`src/rtl/lcd_pkg.sv`:
```
// Shared constants for the LCD pattern generator: pattern codes, colour-bar table
// and the per-channel width helper.
package lcd_pkg;

   localparam logic [1:0] MODE_BARS  = 2'd0;
   localparam logic [1:0] MODE_RAMP  = 2'd1;
   localparam logic [1:0] MODE_CHECK = 2'd2;
   localparam logic [1:0] MODE_MOVE  = 2'd3;

   localparam int COORD_W = 16;

   // {R,G,B} on/off per bar: white, yellow, cyan, green, magenta, red, blue, black
   localparam logic [2:0] BAR_RGB [8] = '{3'b111, 3'b110, 3'b011, 3'b010,
                                          3'b101, 3'b100, 3'b001, 3'b000};

   function automatic int chan_w(input int data_w, input int subpix);
      return (subpix == 1) ? data_w / 3 : data_w;
   endfunction

endpackage

```
`src/rtl/lcd_pattern_rgb.sv`:
```
// Combinational test-pattern colour for one pixel coordinate, CW bits per channel.
// Zero latency; no flow control.
module lcd_pattern_rgb
   import lcd_pkg::*;
#(
   parameter int H_ACTIVE = 320,
   parameter int CW       = 8
)(
   input  logic [1:0]         i_mode,
   input  logic [COORD_W-1:0] i_x,
   input  logic [COORD_W-1:0] i_y,
   input  logic [7:0]         i_frame_cnt,
   output logic [3*CW-1:0]    o_rgb
);

   localparam int BAR_W = (H_ACTIVE / 8 > 0) ? H_ACTIVE / 8 : 1;

   logic [2:0]    w_bar_idx;
   logic [2:0]    w_mask;
   logic [7:0]    w_move;
   logic [CW-1:0] w_ramp;
   wire           w_unused = &{1'b0, i_y[COORD_W-1:5], i_y[3:0]};

   always_comb begin
      w_bar_idx = 3'd0;
      // Last bar keeps everything past 7*BAR_W, absorbing the remainder.
      for (int i = 1; i < 8; i++) begin
         if (32'(i_x) >= 32'(i * BAR_W)) w_bar_idx = 3'(i);
      end
      w_move = i_x[7:0] - i_frame_cnt;
      w_ramp = i_x[CW-1:0];
      w_mask = 3'b000;
      case (i_mode)
         MODE_BARS:  w_mask = BAR_RGB[w_bar_idx];
         MODE_CHECK: w_mask = (i_x[4] ^ i_y[4]) ? 3'b111 : 3'b000;
         MODE_MOVE:  w_mask = (w_move < 8'd16) ? 3'b111 : 3'b001;
         default:    w_mask = 3'b000;
      endcase
      if (i_mode == MODE_RAMP) o_rgb = {w_ramp, w_ramp, w_ramp};
      else                     o_rgb = {{CW{w_mask[2]}}, {CW{w_mask[1]}}, {CW{w_mask[0]}}};
   end

endmodule

```
`src/rtl/lcd_pattern_gen.sv`:
```
// LCD raster timing plus test-pattern driver, serial (3 clk/pixel) or parallel RGB.
// All outputs registered, one cycle behind the counter state they decode.
module lcd_pattern_gen
   import lcd_pkg::*;
#(
   parameter int   H_ACTIVE = 320,
   parameter int   H_FP     = 20,
   parameter int   H_SYNC   = 30,
   parameter int   H_BP     = 38,
   parameter int   V_ACTIVE = 240,
   parameter int   V_FP     = 4,
   parameter int   V_SYNC   = 3,
   parameter int   V_BP     = 15,
   parameter int   DATA_W   = 8,
   parameter int   SUBPIX   = 3,
   parameter logic HS_POL   = 1'b0,
   parameter logic VS_POL   = 1'b0
)(
   input  logic              clk,
   input  logic              resetn,
   input  logic              enable,
   input  logic [1:0]        mode,
   output logic [DATA_W-1:0] lcd_dat,
   output logic              lcd_hsync,
   output logic              lcd_vsync,
   output logic              lcd_den,
   output logic              frame_start,
   output logic [7:0]        frame_cnt
);

   localparam int H_TOT = H_ACTIVE + H_FP + H_SYNC + H_BP;
   localparam int V_TOT = V_ACTIVE + V_FP + V_SYNC + V_BP;
   localparam int HC_W  = $clog2(H_TOT);
   localparam int VC_W  = $clog2(V_TOT);
   localparam int SP_W  = (SUBPIX > 1) ? $clog2(SUBPIX) : 1;
   localparam int CW    = chan_w(DATA_W, SUBPIX);

   logic [SP_W-1:0] r_sp;
   logic [HC_W-1:0] r_hc;
   logic [VC_W-1:0] r_vc;
   logic [1:0]      r_mode_q;

   logic [COORD_W-1:0] w_x, w_y;
   logic [3*CW-1:0]    w_rgb;
   logic [DATA_W-1:0]  w_dat;

   wire w_sp_wrap = (r_sp == SP_W'(SUBPIX - 1));
   wire w_hc_wrap = (r_hc == HC_W'(H_TOT - 1));
   wire w_vc_wrap = (r_vc == VC_W'(V_TOT - 1));
   wire w_fs      = (r_sp == '0) && (r_hc == '0) && (r_vc == '0);
   wire w_den     = (32'(r_hc) < 32'(H_ACTIVE)) && (32'(r_vc) < 32'(V_ACTIVE));
   wire w_hs_act  = (32'(r_hc) >= 32'(H_ACTIVE + H_FP)) &&
                    (32'(r_hc) <  32'(H_ACTIVE + H_FP + H_SYNC));
   wire w_vs_act  = (32'(r_vc) >= 32'(V_ACTIVE + V_FP)) &&
                    (32'(r_vc) <  32'(V_ACTIVE + V_FP + V_SYNC));

   // First pixel of a frame already uses the new mode/count so a frame never mixes patterns.
   wire [1:0] w_mode_eff = w_fs ? mode : r_mode_q;
   wire [7:0] w_fcnt_eff = w_fs ? frame_cnt + 8'd1 : frame_cnt;

   assign w_x = COORD_W'(r_hc);
   assign w_y = COORD_W'(r_vc);

   lcd_pattern_rgb #(
      .H_ACTIVE (H_ACTIVE),
      .CW       (CW)
   ) u_rgb (
      .i_mode      (w_mode_eff),
      .i_x         (w_x),
      .i_y         (w_y),
      .i_frame_cnt (w_fcnt_eff),
      .o_rgb       (w_rgb)
   );

   always_comb begin
      w_dat = '0;
      if (w_den) begin
         if (SUBPIX == 1)              w_dat = DATA_W'(w_rgb);
         else if (r_sp == '0)          w_dat = DATA_W'(w_rgb[2*CW +: CW]);
         else if (r_sp == SP_W'(1))    w_dat = DATA_W'(w_rgb[CW +: CW]);
         else                          w_dat = DATA_W'(w_rgb[0 +: CW]);
      end
   end

   always_ff @(posedge clk or negedge resetn) begin
      if (!resetn) begin
         r_sp        <= '0;
         r_hc        <= '0;
         r_vc        <= '0;
         r_mode_q    <= '0;
         lcd_dat     <= '0;
         lcd_den     <= 1'b0;
         lcd_hsync   <= ~HS_POL;
         lcd_vsync   <= ~VS_POL;
         frame_start <= 1'b0;
         frame_cnt   <= '0;
      end else if (!enable) begin
         r_sp        <= '0;
         r_hc        <= '0;
         r_vc        <= '0;
         lcd_dat     <= '0;
         lcd_den     <= 1'b0;
         lcd_hsync   <= ~HS_POL;
         lcd_vsync   <= ~VS_POL;
         frame_start <= 1'b0;
      end else begin
         if (w_sp_wrap) begin
            r_sp <= '0;
            if (w_hc_wrap) begin
               r_hc <= '0;
               r_vc <= w_vc_wrap ? '0 : r_vc + 1'b1;
            end else begin
               r_hc <= r_hc + 1'b1;
            end
         end else begin
            r_sp <= r_sp + 1'b1;
         end
         lcd_dat     <= w_dat;
         lcd_den     <= w_den;
         lcd_hsync   <= w_hs_act ? HS_POL : ~HS_POL;
         lcd_vsync   <= w_vs_act ? VS_POL : ~VS_POL;
         frame_start <= w_fs;
         if (w_fs) begin
            r_mode_q  <= mode;
            frame_cnt <= frame_cnt + 8'd1;
         end
      end
   end

endmodule

```
`config.mk`:
```
export PLATFORM = sky130hd
export DESIGN_NAME = lcd_pattern_gen
export DESIGN_NICKNAME = d
export VERILOG_FILES = /design/src/rtl/lcd_pkg.sv /design/src/rtl/lcd_pattern_rgb.sv /design/src/rtl/lcd_pattern_gen.sv
export SDC_FILE = /design/constraint.sdc
export NUM_CORES = 1
export LEC_CHECK = 0
export BUFFER_PORTS_ARGS = -buffer_cell sky130_fd_sc_hd__buf_2
export CAP_MARGIN = 20
export CORE_MARGIN = 2
export CORE_UTILIZATION = 34
export DETAILED_ROUTE_END_ITERATION = 12
export PLACE_DENSITY = 0.58
export SYNTH_ARGS = -nofsm -noshare
export SYNTH_HDL_FRONTEND = slang
export SYNTH_SLANG_ARGS = --single-unit
```
`constraint.sdc`:
```
create_clock -name clk -period 10.7 [get_ports clk]
set_clock_uncertainty 0.05 [all_clocks]
set_input_delay 1.07 -clock clk [delete_from_list [all_inputs] [get_ports clk]]
set_output_delay 1.07 -clock clk [all_outputs]
set_load 0.01 [all_outputs]
```
**Word-level counts from Yosys, hierarchy flattened**

Memory sizes are Yosys's and may differ from the RTL's.
Cells that the tools add are included.

- Bits in registers: 42
- Memory bits (read-only): 24
- Input port bits: 5
- Output and inout bits: 20
- Word-level logic and storage cells: 86
- Memories kept: 1

- Add/sub/neg operators: 5
- Order comparisons: 15
- Eq/ne operators: 9
- Mux-type cells: 34
- Bitwise gates (word level): 2
- Reduce and logical (&&, ||, !) cells: 10

Memory list:

| name | depth | width | read ports | clocked after Yosys merged registers in | wr ports | line | text |
|---|---|---|---|---|---|---|---|
| (no name shown) | 8 | 3 | 1 | 0 | 0 | lcd_pattern_rgb.sv:34 | `MODE_BARS: w_mask = BAR_RGB[w_bar_idx];` |

Operators with widths:

| operator | number |
|---|---|
| two-way mux 9 bit | 7 |
| two-way mux 8 bit | 5 |
| >= comparator 9 x 8 -> 1 bit (second input constant) | 4 |
| two-way mux 3 bit | 10 |
| two-way mux 24 bit | 1 |
| adder 9 x 1 -> 9 bit (second input constant) | 2 |
| equality test 9 bit (second input constant) | 2 |
| >= comparator 9 x 7 -> 1 bit (second input constant) | 2 |
| >= comparator 9 bit (second input constant) | 2 |
| zero test 9 bit | 2 |
| < comparator 9 x 8 -> 1 bit (second input constant) | 2 |
| < comparator 9 bit (second input constant) | 2 |
| >= comparator 9 x 6 -> 1 bit (second input constant) | 1 |
| one-hot mux 3 bit (3 select lines) | 1 |
| adder 8 x 1 -> 8 bit (second input constant) | 1 |
| < comparator 8 x 5 -> 1 bit (second input constant) | 1 |
| subtractor 8 bit | 1 |
| two-way mux 1 bit | 7 |
| equality test 2 bit (second input constant) | 3 |
| two-way mux 2 bit | 3 |
| logical AND 1 bit | 5 |
| equality test 2 x 1 -> 1 bit (second input constant) | 2 |
| >= comparator 4 bit (second input constant) | 1 |
| zero test 2 bit | 2 |
| 5 further kinds | 6 |

**Depth between registers and ports, before layout**

- Depth in word-level cells: 18
- Gate-level depth with buffers: 16
- Gate-level depth less buffers: 16

**Modules after synthesis**

From an unflattened synthesis, not the netlist that was laid out.

- Cells, all modules: 365
- Area, all modules: 3176.8 um^2

Modules (own cells, without submodules):

| module | times used | cells an instance | area each (um^2) | sequential area each (um^2) |
|---|---|---|---|---|
| lcd_pattern_gen | 1 | 250 | 2448.6 | 1053.5 |
| lcd_pattern_rgb | 1 | 115 | 728.2 | 0.0 |

**Worst setup path before layout**

Ideal clock, no wire load.

- Path kind: reg2reg
- Start point: register r_hc[0]
- End point: register lcd_dat[0]
- Library setup time: 79 ps
- Arrival time: 3627 ps
- Required time: 10571 ps
- Path slack: 6944 ps
- Cell stages (with the launch flop): 16
- Path buffers: 0
- Path through: dfrtp_1 > inv_1 > ha_1 > and4bb_1 > nand3_1 > nor2_1 > mux2i_1 > ha_1 > or3b_2 > mux2_2 > a41o_1 > a21o_1 > a22oi_1 > mux2i_1 > o2111ai_2 > a21oi_1

- Word-level cells in the longest chain between the ends: 18

RTL lines:

| what | line | text |
|---|---|---|
| start, declared | lcd_pattern_gen.sv:39 | `logic [HC_W-1:0] r_hc;` |
| start signal, assigned | lcd_pattern_gen.sv:113 | `r_hc <= r_hc + 1'b1;` |
| >= comparator 9 x 6 -> 1 bit | lcd_pattern_rgb.sv:28 | `if (32'(i_x) >= 32'(i * BAR_W)) w_bar_idx = 3'(i);` |
| two-way mux 1 bit | lcd_pattern_rgb.sv:28 |  |
| two-way mux 3 bit (6 in series) | lcd_pattern_rgb.sv:28 |  |
| inverter 3 -> 4 bit (implied by the code) | lcd_pattern_rgb.sv:34 |  |
| memory read (8 x 3 bit) | -- |  |
| two-way mux 3 bit (implied by the code) (2 in series) | lcd_pattern_rgb.sv:34 |  |
| one-hot mux 3 bit (3 select lines) | lcd_pattern_rgb.sv:33 | `case (i_mode)` |
| two-way mux 24 bit | lcd_pattern_rgb.sv:39 | `if (i_mode == MODE_RAMP) o_rgb = {w_ramp, w_ramp, w_ramp};` |
| two-way mux 8 bit | lcd_pattern_gen.sv:80 | `else if (r_sp == SP_W'(1)) w_dat = DATA_W'(w_rgb[CW +: CW]);` |
| two-way mux 8 bit | lcd_pattern_gen.sv:79 | `else if (r_sp == '0) w_dat = DATA_W'(w_rgb[2*CW +: CW]);` |
| two-way mux 8 bit * | lcd_pattern_gen.sv:77 | `if (w_den) begin` |
| two-way mux 8 bit * | lcd_pattern_gen.sv:97 | `end else if (!enable) begin` |
| end signal, assigned | lcd_pattern_gen.sv:118 | `lcd_dat <= w_dat;` |
| end, declared | lcd_pattern_gen.sv:23 | `output logic [DATA_W-1:0] lcd_dat,` |

Every way passes the cells marked *; elsewhere a longest branch is shown, timed or not. The select of a mux whose other input is x is not followed.
A chain may end at the register's enable or synchronous reset.

**Worst setup path after layout**

Same ends and word-level chain as after synthesis.

==> reports/metrics.cfg <==
[run_status]
status=complete, no violations

[setup_path]
reg2reg_depth=15
path_class=reg2reg
crit_end_element=flop
rr_endpoint=lcd_dat[0]
critical_path_arrival_ps=4440
critPathLaunchType=flop
timing.rr.start=r_hc[0]
regToRegSetupSlack_ps=6430
crit_fanout=8
worst-endpoint-required_ps=10870

[sta]
fin_crit_ps=4270
max_slew_violation_total_from_the_final_report=0
report.final.hold_viol_count=0
slew_headroom=0.371
fmax_ghz=0.234
actual_slew_at_the_worst_max_slew_pin_ps=944
setup_tns_ps=0
final.period_utilization=0.399
unrepaired_setup_endpoints_after_global_routing=no
final-setup-viol-count=0

[floorplan]
ioPinCount=25
die-width_um=91.6
effective_utilization_at_floorplan=0.356
row_count=31
floorplan.core_area_sq_um=7330
die-height_um=91.6
design.die.area_sq_um=8390

[clocking]
tritoncts.num_buffers=5
worst_setup_hold_path_clk_slew_ps=80
cts.sink_count=42
cts-root-buf=clkbuf_8
cts_max_path_buffers=2
tritoncts_clock_tree=done
cts.repair.resized=0
cts_post_setup_buffers_inserted=0
post_cts_hold_buffer_count=0
clk_latency_ps=290
htreeDepth=2

[drt]
vias=2241
top_layer_used=met4
wire_per_inst_um=15.3
ant_nets=0
drt-met1-wl_mm=2.96
drt-total-wl_mm=6.25
wl_met3_um=280
detail_route_met2_wl_mm=2.94
via_density=5.47
first_pass_iters=4
route.detailed.drc=0
drt_iter0_drc=241

[min_path]
holdCritPathClass=reg2reg
hold-path-cell-count=1
min_delay_worst_endpoint=r_mode_q[1]
holdCritStartpoint=r_mode_q[1]

[global_route]
grt_antenna_before_repair=0
grtUsageTotal=0.153
pin_count_of_the_biggest_net_entering_global_routing=43
wire_length_of_the_first_global_routing_pass_mm=10.3
grt_pass1_vias=2059
grt_overflow=0

[finish]
mostFrequentLayoutCell=dfrtp_1
final_area_sq_um=2910
design.final.nets=324
diodes=0
post_route_cells_drive_above_1_share=0.158
regArea_sq_um=1050
final_core_utilization=0.397
areaGrowthSynthToFinish_pct=11.5
filler_cell_count=732
final_cell_mix=dfrtp_1 (40), o21ai_0 (36), nand2_1 (24), buf_2 (24), nand3_1 (17)
area_used_by_multi_input_combinational_logic_sq_um=1470

[power_and_ir_drop]
peakVddDrop_uv=50.5
report.power.total_mw=0.510
power.leakage_nw=1.23
power_density_nw_per_um2=175

[logic_synthesis]
largest_family_of_logic_cells_by_synthesized_area=simple AND/OR/NAND/NOR gates
synth.avg_cell_area_sq_um=9.03
fraction_of_synthesis_flops_using_an_asynchronous_set_or_reset_pin=1.00
synth_enable_flop_cells=0
post_synth_cell_types=50
synth.top_cells.by_area=dfrtp_1 (38%), o21ai_0 (6.9%), ha_1 (4.3%)
seq_total_area_yosys=0.404
syn_nets=303
yosys.area.top_type=dfrtp_1
synthCells=289
yosys.area_share.simple=0.238
synth_top_cell_area_share=0.384
synth_seq_cells=42
synth-xor-area-share=0.0470
ys.flop_type=dfrtp_1
post_synth_mux_area_share=0.0369
synth.yosys.warnings=0
syn_area_sq_um=2610
post_synth_fa_ha_maj_area_fraction=0.0432
synth_area_in_compound_gates=0.197

[placement]
dpl-instance-area_sq_um=2820
io_buffers=24
routabilityCongestion=0.790
dp.final_hpwl_mm=4.43

[job]
max_cap_viol_count=0

-- synthesized netlist by cell type, drive strengths merged, types with 4 or more instances --
library cell  count
a21oi            16
and3             10
nor2b             6
mux2              5
clkbuf            8
o31ai             8
o21ai            38
nand4             6
ha                9
nand2            25
nand3            17
dfrtp            40
inv              12
nor2             13
nor4              5
xnor2            11
nand2b            7
nor3             11
mux2i             4
-- how the worst max path moves through the flow --
stage               cells after the start  startpoint         end  slack (ps)
floorplan                              15     r_hc[0]  lcd_dat[0]        6940
global placement                       15     r_hc[0]  lcd_dat[4]        6550
detailed placement                     15     r_hc[0]  lcd_dat[7]        6460
CTS                                    15     r_hc[0]  lcd_dat[7]        6450
global route                           15     r_hc[1]  lcd_dat[4]        6170
finish                                 15     r_hc[0]  lcd_dat[0]        6430
-- cell families (layout without fill, tap and decap cells) --
logic type / Yosys count / in the layout
XOR/XNOR: 14 / 14
adder cells (fa/ha/maj): 9 / 9
AO/OA/AOI/OAI: 83 / 83
AND/OR/NAND/NOR: 109 / 109
buffers and inverters: 23 / 45
flip-flops: 42 / 42
multiplexers: 9 / 9
-- power breakdown --
group          switching (mW)  leakage [nW]  internal (mW)  total [mW]
sequential             0.0306         0.547          0.188       0.218
clock                  0.0543        0.0482         0.0521       0.106
combinational           0.105         0.633         0.0812       0.186
total                   0.190          1.23          0.321       0.510
-- stage by stage --
step | hold slack, ps | cells | setup slack, ps
CTS | 496 | 410 | 6450
global placement | 476 | 402 | 6550
finish | 488 | 410 | 6430
global route | 519 | 410 | 6170
detailed placement | 478 | 402 | 6460
floorplan | 450 | 289 | 6940
-- final cells by class --
type | instances | area share
well taps | 99 | 0.0426
repair buffers | 25 | 0.0439
multi-input cells | 224 | 0.505
flip-flops and latches | 42 | 0.362
inverters | 12 | 0.0155
clock inverters | 1 | 0.00172
clock buffers | 7 | 0.0297
-- sequential cells by signal (all words and copies together), names as in the netlist --
| signal | flops |
|---|---|
| frame_cnt | 8 |
| lcd_den | 1 |
| r_hc | 9 |
| lcd_dat | 8 |
| r_sp | 2 |
| lcd_hsync | 1 |
| frame_start | 1 |
| r_mode_q | 2 |
| r_vc | 9 |
| lcd_vsync | 1 |
-- layer usage --
layer	global-route usage	vias up
met2	0.246	55
li1	-	1099
met3	0.0290	8
met4	0.0391	0
met5	0	-
met1	0.211	1079
-- worst max-delay path, cell delays in order (launching register included) --
cell and delay [ps]:
dfrtp_1 510, inv_1 110, ha_1 160, and4bb_1 190, nand3_1 240, nor2_1 480, mux2i_1 160, ha_1 230
or3b_2 450, mux2_2 300, a41o_1 230, a21o_1 180, a22oi_1 190, mux2i_1 240, o2111ai_2 240, a21oi_1 220
Note: power is estimated with default switching activity, not from simulation.
